File: src/rtl/regfile_alu_engine_pkg.sv
// ---------------------------------------------------------------------------
// regfile_alu_engine_pkg
// Shared definitions for the register-file + ALU engine:
//   - opcode encodings OP_PASSA .. OP_CMP (14/15 are reserved)
//   - flag bit positions inside the 4-bit {V,C,N,Z} flag word
//   - controller FSM state encoding (also driven out on dbg_state)
//   - make_flags helper that packs individual flag bits into a flag word
// ---------------------------------------------------------------------------
package regfile_alu_engine_pkg;

  localparam logic [3:0] OP_PASSA = 4'd0;
  localparam logic [3:0] OP_ADD   = 4'd1;
  localparam logic [3:0] OP_SUB   = 4'd2;
  localparam logic [3:0] OP_ADDC  = 4'd3;
  localparam logic [3:0] OP_AND   = 4'd4;
  localparam logic [3:0] OP_OR    = 4'd5;
  localparam logic [3:0] OP_XOR   = 4'd6;
  localparam logic [3:0] OP_NOTA  = 4'd7;
  localparam logic [3:0] OP_SHL   = 4'd8;
  localparam logic [3:0] OP_SHR   = 4'd9;
  localparam logic [3:0] OP_SRA   = 4'd10;
  localparam logic [3:0] OP_MUL   = 4'd11;
  localparam logic [3:0] OP_LOADI = 4'd12;
  localparam logic [3:0] OP_CMP   = 4'd13;

  localparam int FLAG_Z = 0;
  localparam int FLAG_N = 1;
  localparam int FLAG_C = 2;
  localparam int FLAG_V = 3;

  typedef enum logic [1:0] {
    S_IDLE = 2'd0,
    S_EXEC = 2'd1,
    S_MUL  = 2'd2,
    S_RESP = 2'd3
  } state_t;

  function automatic logic [3:0] make_flags(input logic v, input logic c,
                                            input logic n, input logic z);
    logic [3:0] f;
    f = 4'b0000;
    f[FLAG_V] = v;
    f[FLAG_C] = c;
    f[FLAG_N] = n;
    f[FLAG_Z] = z;
    return f;
  endfunction

endpackage

File: src/rtl/regfile_alu_engine_alu_core.sv
// ---------------------------------------------------------------------------
// regfile_alu_engine_alu_core
// Purely combinational ALU for every single-cycle opcode.
// Ports:
//   op       in  4      opcode
//   a, b     in  WIDTH  operands (b is already the imm/register selection)
//   cin      in  1      carry-in, only honoured by ADDC
//   result   out WIDTH  truncated result
//   flags    out 4      {V,C,N,Z} computed from result
//   wr_en    out 1      op writes its result to the destination register
//   flags_en out 1      op updates the persistent flag register
// MUL and the reserved opcodes report wr_en=0/flags_en=0 here; MUL is
// carried out by the iterative multiplier in the top level.
// ---------------------------------------------------------------------------
module regfile_alu_engine_alu_core
  import regfile_alu_engine_pkg::*;
#(
  parameter int WIDTH = 16
) (
  input  logic [3:0]       op,
  input  logic [WIDTH-1:0] a,
  input  logic [WIDTH-1:0] b,
  input  logic             cin,
  output logic [WIDTH-1:0] result,
  output logic [3:0]       flags,
  output logic             wr_en,
  output logic             flags_en
);

  localparam int SW = $clog2(WIDTH);

  logic [SW-1:0]       shamt;
  logic                carry_in;
  logic [WIDTH:0]      add_w;
  logic [WIDTH:0]      sub_w;
  logic [WIDTH:0]      shl_w;
  logic [WIDTH:0]      shr_w;
  logic signed [WIDTH:0] a_ext;
  logic [WIDTH:0]      sra_w;
  logic                ovf_add;
  logic                ovf_sub;
  logic                c;
  logic                v;

  assign shamt    = b[SW-1:0];
  assign carry_in = (op == OP_ADDC) & cin;

  // One extra bit on each adder/shifter catches the carry / last bit out.
  assign add_w = {1'b0, a} + {1'b0, b} + {{WIDTH{1'b0}}, carry_in};
  assign sub_w = {1'b0, a} - {1'b0, b};
  assign shl_w = {1'b0, a} << shamt;
  assign shr_w = {a, 1'b0} >> shamt;
  assign a_ext = {a, 1'b0};
  assign sra_w = a_ext >>> shamt;

  assign ovf_add = (a[WIDTH-1] == b[WIDTH-1]) & (add_w[WIDTH-1] != a[WIDTH-1]);
  assign ovf_sub = (a[WIDTH-1] != b[WIDTH-1]) & (sub_w[WIDTH-1] != a[WIDTH-1]);

  always_comb begin
    result   = '0;
    c        = 1'b0;
    v        = 1'b0;
    wr_en    = 1'b1;
    flags_en = 1'b1;
    case (op)
      OP_PASSA: result = a;
      OP_ADD, OP_ADDC: begin
        result = add_w[WIDTH-1:0];
        c      = add_w[WIDTH];
        v      = ovf_add;
      end
      OP_SUB, OP_CMP: begin
        result = sub_w[WIDTH-1:0];
        c      = ~sub_w[WIDTH];  // no-borrow: a >= b unsigned
        v      = ovf_sub;
        wr_en  = (op == OP_SUB);
      end
      OP_AND:   result = a & b;
      OP_OR:    result = a | b;
      OP_XOR:   result = a ^ b;
      OP_NOTA:  result = ~a;
      OP_SHL: begin
        result = shl_w[WIDTH-1:0];
        c      = shl_w[WIDTH];
      end
      OP_SHR: begin
        result = shr_w[WIDTH:1];
        c      = shr_w[0];
      end
      OP_SRA: begin
        result = sra_w[WIDTH:1];
        c      = sra_w[0];
      end
      OP_LOADI: result = b;
      default: begin
        // MUL (handled by the top-level iterator) and reserved opcodes
        wr_en    = 1'b0;
        flags_en = 1'b0;
      end
    endcase
    flags = make_flags(v, c, result[WIDTH-1], result == '0);
  end

endmodule

File: src/rtl/regfile_alu_engine.sv
// ---------------------------------------------------------------------------
// regfile_alu_engine
// DEPTH x WIDTH register file coupled to an ALU through a command port and a
// four-state controller (IDLE -> EXEC -> [MUL] -> RESP -> IDLE).
// Ports:
//   clock, reset_n          clock (rising edge), async active-low reset
//   cmd_valid / cmd_ready   command handshake
//   cmd_op, cmd_dst, cmd_srca, cmd_srcb, cmd_imm, cmd_use_imm, cmd_cin
//                           command fields, sampled on the accepting edge
//   rsp_valid               one-cycle completion pulse
//   rsp_result, rsp_flags   result and {V,C,N,Z} of the completed op
//   dbg_addr / dbg_data     combinational register read for the display side
//   dbg_state               current controller state
//
// Handshake: a command transfers on a rising edge where cmd_valid and
// cmd_ready are both 1. cmd_ready is 1 only in IDLE; while it is 0 the
// source must keep cmd_valid (and the fields) stable, nothing is consumed.
// Exactly one command is in flight, so there is no read-after-write hazard.
// ---------------------------------------------------------------------------
module regfile_alu_engine
  import regfile_alu_engine_pkg::*;
#(
  parameter int WIDTH   = 16,
  parameter int DEPTH   = 16,
  parameter int ZERO_R0 = 0,
  localparam int AW     = $clog2(DEPTH)
) (
  input  logic             clock,
  input  logic             reset_n,
  input  logic             cmd_valid,
  output logic             cmd_ready,
  input  logic [3:0]       cmd_op,
  input  logic [AW-1:0]    cmd_dst,
  input  logic [AW-1:0]    cmd_srca,
  input  logic [AW-1:0]    cmd_srcb,
  input  logic [WIDTH-1:0] cmd_imm,
  input  logic             cmd_use_imm,
  input  logic             cmd_cin,
  output logic             rsp_valid,
  output logic [WIDTH-1:0] rsp_result,
  output logic [3:0]       rsp_flags,
  input  logic [AW-1:0]    dbg_addr,
  output logic [WIDTH-1:0] dbg_data,
  output state_t           dbg_state
);

  localparam int CW = $clog2(WIDTH + 1);

  state_t           state;
  logic [WIDTH-1:0] regs [DEPTH];
  logic [3:0]       flags_q;

  logic [3:0]       op_q;
  logic [AW-1:0]    dst_q;
  logic [WIDTH-1:0] a_q;
  logic [WIDTH-1:0] b_q;
  logic             cin_q;
  logic [WIDTH-1:0] prod_q;
  logic [CW-1:0]    cnt_q;

  logic [WIDTH-1:0] rd_a;
  logic [WIDTH-1:0] rd_b;
  logic [WIDTH-1:0] mul_next;
  logic             dst_blocked;

  logic [WIDTH-1:0] alu_result;
  logic [3:0]       alu_flags;
  logic             alu_wr_en;
  logic             alu_flags_en;

  // Register 0 reads as zero when ZERO_R0 is set, on every read path.
  assign rd_a     = (ZERO_R0 != 0 && cmd_srca == '0) ? '0 : regs[cmd_srca];
  assign rd_b     = (ZERO_R0 != 0 && cmd_srcb == '0) ? '0 : regs[cmd_srcb];
  assign dbg_data = (ZERO_R0 != 0 && dbg_addr == '0) ? '0 : regs[dbg_addr];

  assign dst_blocked = (ZERO_R0 != 0) && (dst_q == '0);

  assign cmd_ready = (state == S_IDLE);
  assign dbg_state = state;

  // Shift-add step: a_q is the shifted multiplicand, b_q the shifted
  // multiplier; the LSB of b_q decides whether a_q is accumulated.
  assign mul_next = prod_q + (b_q[0] ? a_q : '0);

  regfile_alu_engine_alu_core #(
    .WIDTH (WIDTH)
  ) u_alu (
    .op       (op_q),
    .a        (a_q),
    .b        (b_q),
    .cin      (cin_q),
    .result   (alu_result),
    .flags    (alu_flags),
    .wr_en    (alu_wr_en),
    .flags_en (alu_flags_en)
  );

  always_ff @(posedge clock or negedge reset_n) begin
    if (!reset_n) begin
      state      <= S_IDLE;
      flags_q    <= '0;
      op_q       <= '0;
      dst_q      <= '0;
      a_q        <= '0;
      b_q        <= '0;
      cin_q      <= 1'b0;
      prod_q     <= '0;
      cnt_q      <= '0;
      rsp_valid  <= 1'b0;
      rsp_result <= '0;
      rsp_flags  <= '0;
      for (int i = 0; i < DEPTH; i++) begin
        regs[i] <= '0;
      end
    end else begin
      rsp_valid <= 1'b0;
      case (state)
        S_IDLE: begin
          if (cmd_valid) begin
            op_q  <= cmd_op;
            dst_q <= cmd_dst;
            a_q   <= rd_a;
            b_q   <= cmd_use_imm ? cmd_imm : rd_b;
            cin_q <= cmd_cin;
            state <= S_EXEC;
          end
        end
        S_EXEC: begin
          if (op_q == OP_MUL) begin
            prod_q <= '0;
            cnt_q  <= CW'(WIDTH);
            state  <= S_MUL;
          end else begin
            if (alu_wr_en && !dst_blocked) begin
              regs[dst_q] <= alu_result;
            end
            if (alu_flags_en) begin
              flags_q   <= alu_flags;
              rsp_flags <= alu_flags;
            end else begin
              rsp_flags <= flags_q;
            end
            rsp_result <= alu_result;
            rsp_valid  <= 1'b1;
            state      <= S_RESP;
          end
        end
        S_MUL: begin
          prod_q <= mul_next;
          a_q    <= a_q << 1;
          b_q    <= b_q >> 1;
          cnt_q  <= cnt_q - CW'(1);
          // The last step writes mul_next directly, so the product lands
          // on the same edge that raises rsp_valid.
          if (cnt_q == CW'(1)) begin
            if (!dst_blocked) begin
              regs[dst_q] <= mul_next;
            end
            flags_q    <= make_flags(1'b0, 1'b0, mul_next[WIDTH-1], mul_next == '0);
            rsp_flags  <= make_flags(1'b0, 1'b0, mul_next[WIDTH-1], mul_next == '0);
            rsp_result <= mul_next;
            rsp_valid  <= 1'b1;
            state      <= S_RESP;
          end
        end
        S_RESP: begin
          state <= S_IDLE;
        end
        default: begin
          state <= S_IDLE;
        end
      endcase
    end
  end

endmodule
File: config.mk
export PLATFORM = sky130hd
export DESIGN_NAME = regfile_alu_engine
export DESIGN_NICKNAME = d
export VERILOG_FILES = /design/src/rtl/regfile_alu_engine_pkg.sv /design/src/rtl/regfile_alu_engine_alu_core.sv /design/src/rtl/regfile_alu_engine.sv
export SDC_FILE = /design/constraint.sdc
export NUM_CORES = 1
export LEC_CHECK = 0
export ABC_AREA = 1
export CAP_MARGIN = 0
export CORE_UTILIZATION = 60
export DETAILED_ROUTE_END_ITERATION = 10
export PLACE_DENSITY = 0.78
export SYNTH_ARGS = -nofsm -noshare
export SYNTH_HDL_FRONTEND = slang
export SYNTH_SLANG_ARGS = --single-unit
File: constraint.sdc
create_clock -name clock -period 8.5 [get_ports clock]
set_input_delay 2.125 -clock clock [delete_from_list [all_inputs] [get_ports clock]]
set_output_delay 2.125 -clock clock [all_outputs]
set_load 0.01 [all_outputs]
==> results.toml, run 1 <==
[timing]
min_period_over_period_pct = 81.3
rsz0062_at_grt = "false"
setup_viol = 0
period_minus_slack_ps = 6910
fin_setup_tns_ps = 0
fin_hold_ws_ps = 485
worstMarginPinSlew_ps = 1410
fin_skew_ps = 45.0
hold_violations = 0
slew_headroom_pct = 6.29
max_freq_mhz = 145
setup_ws_ps = 1590
maxSlewViolCount = 0

[grt]
antenna_found_initial = 0
grt_pass1_vias = 25400
use_met2_pct = 67.1
grt_overflow = 0
grt_pass1_wl_um = 151000
grt_usage_pct = 45.7
grt_max_degree = 132
grtUsageMet3_pct = 12.0
grt_busiest_layer = "met2"
globalRouteMet1Util_pct = 58.6

[die]
die_width_um = 209
io_pins = 81
dieArea_um2 = 43500
initial_core_util_pct = 60.9
die_h_um = 209
core_area_um2 = 42000
rows = 75

[place]
gp_congestion = 1.10
preCtsSetupSlack_ps = 1730
port_buffers = 80
post_dp_cell_area_um2 = 26400
dp_hpwl_um = 67600

[worst_setup_path]
critical_path_required_ps = 6380
end_kind = "output pin"
path_cells = "clkdlybuf4s50_1, buf_4, inv_2, o22ai_1, o21ai_0, clkdlybuf4s50_1"
worstSetupPathType = "in2out"
cp.arrival_ps = 4780
crit_path_max_fanout = 46
cpMaxStageDelayCell = "inv_2"
r2r-start = "b_q[0]"
cpPeakStageDelay_ps = 750
reg2reg_slack_ps = 3490
startpoint_type = "input port"
reg2reg_to = "rsp_result[4]"
ff2ff_path_depth = 14
cpMostUsedCell = "clkdlybuf4s50_1"
cp_top_family = "buffers and inverters"
path_buf_inv = 4

[route]
viasPerCell = 6.36
drc = 0
wire_per_inst_um = 22.8
num_vias = 28000
routed_wl_um = 101000
drt_pass1_iterations = 8
drt_iter0_drc = 4165
ant_nets = 0

[synthesis]
synthArstFlopShare_pct = 100
synth.avg_cell_area_um2 = 6.50
synth_edf_count = 0
syn_nets = 4048
syn-instance-count = 3934
seq_area_frac_synth_pct = 33.3
syn_area_um2 = 25600
ys_ff_latch = 341
synthFlopType = "dfrtp_1"
ys_types = 55
yosys_warnings = 0

[clock_network]
clk_path_buf_depth = 3
h-tree-depth = 2
post-cts-setup-buffers = 0
numCtsBuffers = 38
cts_tree = "built"
cts-resized-gates = 0
cts-root-buf = "clkbuf_16"
path_clk_slew_ps = 60
clk-insertion-delay-late_ps = 600
postCtsHoldBufs = 0
cts.sinks = 341

[final_layout]
n_fill_cell = 3910
syn_to_final_growth_pct = 8.32
n_antenna_cell = 0
fin_area_um2 = 27700
drive_gt1_share_pct = 4.53
multi_input_area_um2 = 14400
final_nets = 3952
regArea_um2 = 8530

[hold_path]
worstHoldPathType = "reg2reg"
hold_end = "regs[44]"
holdPathStages = 2
min_from = "regs[44]"

[power]
finalPower_mw = 11.0
power_density_nw_per_um2 = 399
leakage_nw = 13.0
vdd_drop_max_mv = 0.231

[run_status]
status = "finished, final reports clean"

[run]
maxCapViolCount = 0
report_power, final:
group	internal, mW	switching (mW)	total [mW]
clock network	1.07	0.746	1.81
logic	1.69	4.68	6.36
registers	2.26	0.609	2.87
total	5.02	6.03	11.0
final cells by class:
| type | count | area share [%] |
|---|---|---|
| clock inverter | 15 | 0.980 |
| tap | 539 | 2.43 |
| timing repair buffer | 129 | 4.27 |
| sequential | 341 | 30.8 |
| inverter | 411 | 5.57 |
| clock buffer | 52 | 3.84 |
| multi-input combinational | 2917 | 52.1 |
cell usage in the layout (no fill, tap or decap), types with 8 or more instances in the layout:
cell and n:
a211oi_1 14, a21oi_1 379, a31oi_1 19, buf_4 51
clkbuf_1 8, clkbuf_16 38, clkdlybuf4s50_1 73, dfrtp_1 341
ha_1 68, inv_1 386, inv_2 19, nand2_1 913
nand3_1 337, nand4_1 29, nor2_1 209, nor2_2 9
o211ai_1 73, o21ai_0 716, o21ai_1 18, o221ai_1 23
o22ai_1 15, or2_2 8, xor2_1 12
synthesized netlist by cell type (18+ instances only):
cell type	count	area share, %
dfrtp_1	341	33
o211ai_1	73	2.1
nand3_1	337	6.6
nand2_1	913	13
a21oi_1	379	7.4
o21ai_0	717	14
inv_1	388	5.7
nor2_1	209	3.1
nand4_1	29	0.71
o21ai_1	18	0.35
buf_2	51	1.0
clkbuf_1	193	2.8
a31oi_1	19	0.46
ha_1	69	3.4
o221ai_1	23	0.79
state kept, by name, indices dropped and copies added (netlist names):
register and flops:
regs 256, a_q 16, b_q 16, prod_q 16, rsp_result 16, cnt_q 5, dst_q 4, flags_q 4
op_q 4, dbg_state 2, cin_q 1, rsp_valid 1
per-layer routing:
layer	routed length, um	vias to the layer above
li1	-	13000
met1	37900	12800
met2	42900	1815
met3	12100	410
met4	7600	0
met5	0	-
worst max-delay path by stage:
stage | from | end | slack [ps] | cells past startpoint
after detailed placement | dbg_addr[2] | dbg_data[2] | 1730 | 6
after CTS | dbg_addr[2] | dbg_data[2] | 1700 | 6
final | dbg_addr[2] | dbg_data[2] | 1590 | 6
after global placement | dbg_addr[2] | dbg_data[2] | 1710 | 6
after floorplan | dbg_addr[0] | dbg_data[10] | 2860 | 7
after global routing | dbg_addr[2] | dbg_data[2] | 1610 | 6
cells by family after synthesis:
kind of cell / Yosys count / share of synthesized area [%]
compound gates: 1288 / 27.0
xor+xnor: 17 / 0.582
fa+ha+maj: 73 / 3.69
buf+inv: 676 / 10.2
flops: 341 / 33.3
mux: 1 / 0.0391
simple gates: 1538 / 25.1
worst register-to-register path: stages (launching register included):
cell	delay [ps]
dfrtp_1	830
inv_2	390
fa_1	600
fa_1	440
inv_1	90
nand3_1	100
nand3_1	110
nand3_1	80
nand2_1	110
nor2_1	80
nand2_1	80
nor2_1	80
o21ai_1	900
inv_1	640
o21ai_0	380
metrics by stage:
stage | utilization [%] | cells
floorplan | - | 3934
global placement | 62.8 | 4337
CTS | 65.9 | 4404
finish | 65.9 | 4404
detailed placement | 62.8 | 4337
global route | 65.9 | 4404
Note: power is estimated with default switching activity, not from simulation.
==> inputs of run 2 (changes only) <==
--- a/config.mk
+++ b/config.mk
@@ -7,7 +7,7 @@
 export LEC_CHECK = 0
 export ABC_AREA = 1
 export CAP_MARGIN = 0
-export CORE_UTILIZATION = 60
+export CORE_UTILIZATION = 57
 export DETAILED_ROUTE_END_ITERATION = 10
 export PLACE_DENSITY = 0.78
 export SYNTH_ARGS = -nofsm -noshare
==> constraint.sdc (replaced) <==
create_clock -name clock -period 6.15 [get_ports clock]
set_input_delay 1.5375 -clock clock [delete_from_list [all_inputs] [get_ports clock]]
set_output_delay 1.5375 -clock clock [all_outputs]
set_load 0.01 [all_outputs]
==> run 2 against run 1 <==
Sequential cell count is the same; clock power increased by 39%; global-route usage fell by 1.9 points; total power grew 37%; first-iteration DRC count up 2.7%; combinational power grew 36%; sequential share of layout area fell by 0.19 points; utilization is 2.9 points lower; critical path depth is 1 higher; via count up 0.76%; register-to-register slack worse by 2000 ps; critical path type unchanged.
==> results.toml, run 2 (synthesis gave the netlist of run 1 again) <==
[die]
die_h_um = 214
io_pins = 81
rows = 77
dieArea_um2 = 45700
core_area_um2 = 44200
initial_core_util_pct = 57.9
die_width_um = 214

[timing]
hold_violations = 0
fin_setup_tns_ps = 0
setup_viol = 0
maxSlewViolCount = 0
period_minus_slack_ps = 5500
max_freq_mhz = 182
slew_headroom_pct = 26.2
rsz0062_at_grt = "false"
min_period_over_period_pct = 89.5
setup_ws_ps = 646
fin_skew_ps = 27.9
worstMarginPinSlew_ps = 1100
fin_hold_ws_ps = 483

[power]
vdd_drop_max_mv = 0.373
power_density_nw_per_um2 = 543
finalPower_mw = 15.1
leakage_nw = 13.0

[worst_setup_path]
r2r-start = "b_q[0]"
reg2reg_slack_ps = 1460
critical_path_required_ps = 4610
cp.arrival_ps = 3970
path_cells = "buf_4, buf_4, o21ai_0, a21oi_1, o22ai_1, o21ai_0, clkdlybuf4s50_1"
end_kind = "output pin"
reg2reg_to = "regs[142]"
cpPeakStageDelay_ps = 650
worstSetupPathType = "in2out"
startpoint_type = "input port"
cpMaxStageDelayCell = "clkdlybuf4s50_1"
ff2ff_path_depth = 15
crit_path_max_fanout = 49

[final_layout]
layout_common_cells = "nand2_1, o21ai_0, inv_1"
n_antenna_cell = 0
syn_to_final_growth_pct = 8.98
fin_area_um2 = 27900
regMostFlops = "regs"
largest_reg_flops = 256
final_nets = 3959
final_common_cell = "nand2_1"
fin_util_pct = 63.1
drive_gt1_share_pct = 4.83
final_cells = 4467

[clock_network]
postCtsHoldBufs = 0
clk_path_buf_depth = 3
cts-root-buf = "clkbuf_16"
h-tree-depth = 2
clk-insertion-delay-late_ps = 580
cts_tree = "built"
cts.sinks = 341
cts-resized-gates = 0
numCtsBuffers = 39
path_clk_slew_ps = 50
post-cts-setup-buffers = 0

[place]
gp_congestion = 1.09
post_dp_cell_area_um2 = 26500
dp_hpwl_um = 67300
preCtsSetupSlack_ps = 833
dp_cells = 4396
port_buffers = 80

[grt]
grt_pass1_vias = 25300
antenna_found_initial = 0
grt_max_degree = 118
grt_usage_pct = 43.8
grt_overflow = 0
grt_pass1_wl_um = 150000

[route]
num_vias = 28200
drc = 0
ant_nets = 0
routed_wl_um = 99800
wire_per_inst_um = 22.3
viasPerCell = 6.32
drt_iter0_drc = 4276
drt_pass1_iterations = 8

[hold_path]
holdPathStages = 2
min_from = "regs[97]"
worstHoldPathType = "reg2reg"
hold_end = "regs[97]"

[run]
maxCapViolCount = 0

[run_status]
status = "finished, final reports clean"
[run 2: changes by cell type in the layout (fill, tap and decap cells not counted), sizes merged]
cell / previous run / this run
clkbuf: 52 / 57
bufinv: 6 / 4
clkinvlp: 1 / 3
buf: 56 / 62
inv: 407 / 406
[run 2: per-layer routing]
| metal | wire length [um] | up-vias | track usage (%) |
|---|---|---|---|
| li1 | - | 13000 | - |
| met1 | 37800 | 12800 | 57.3 |
| met2 | 41400 | 1958 | 63.1 |
| met3 | 13500 | 427 | 13.2 |
| met4 | 6980 | 0 | 27.8 |
| met5 | 0 | - | 0 |
[run 2: cell type report]
class,instances,area [um^2]
Fill cell,4136,16300
Multi-Input combinational cell,2917,14400
Sequential cell,341,8530
Inverter,411,1540
Timing Repair Buffer,135,1250
Clock buffer,57,1170
Tap cell,592,741
Clock inverter,14,193
[run 2: worst max-delay path, delay by kind of cell]
family	cells	cell delay, ps
AOI/OAI and AO/OA	4	870
buffers and inverters	3	1540
[run 2: worst max-delay path by stage]
stage / start / endpoint / depth (start not counted)
final: dbg_addr[1] / dbg_data[6] / 7
after global routing: dbg_addr[1] / dbg_data[2] / 6
after CTS: dbg_addr[1] / dbg_data[2] / 6
after detailed placement: dbg_addr[1] / dbg_data[2] / 6
after global placement: dbg_addr[1] / dbg_data[3] / 6
after floorplan: dbg_addr[0] / dbg_data[10] / 7
[run 2: power breakdown]
| group | switching [mW] | internal, mW | leakage [nW] |
|---|---|---|---|
| logic | 6.28 | 2.36 | 7.87 |
| clock network | 1.01 | 1.50 | 0.667 |
| registers | 0.871 | 3.12 | 4.48 |
| total | 8.16 | 6.98 | 13.0 |
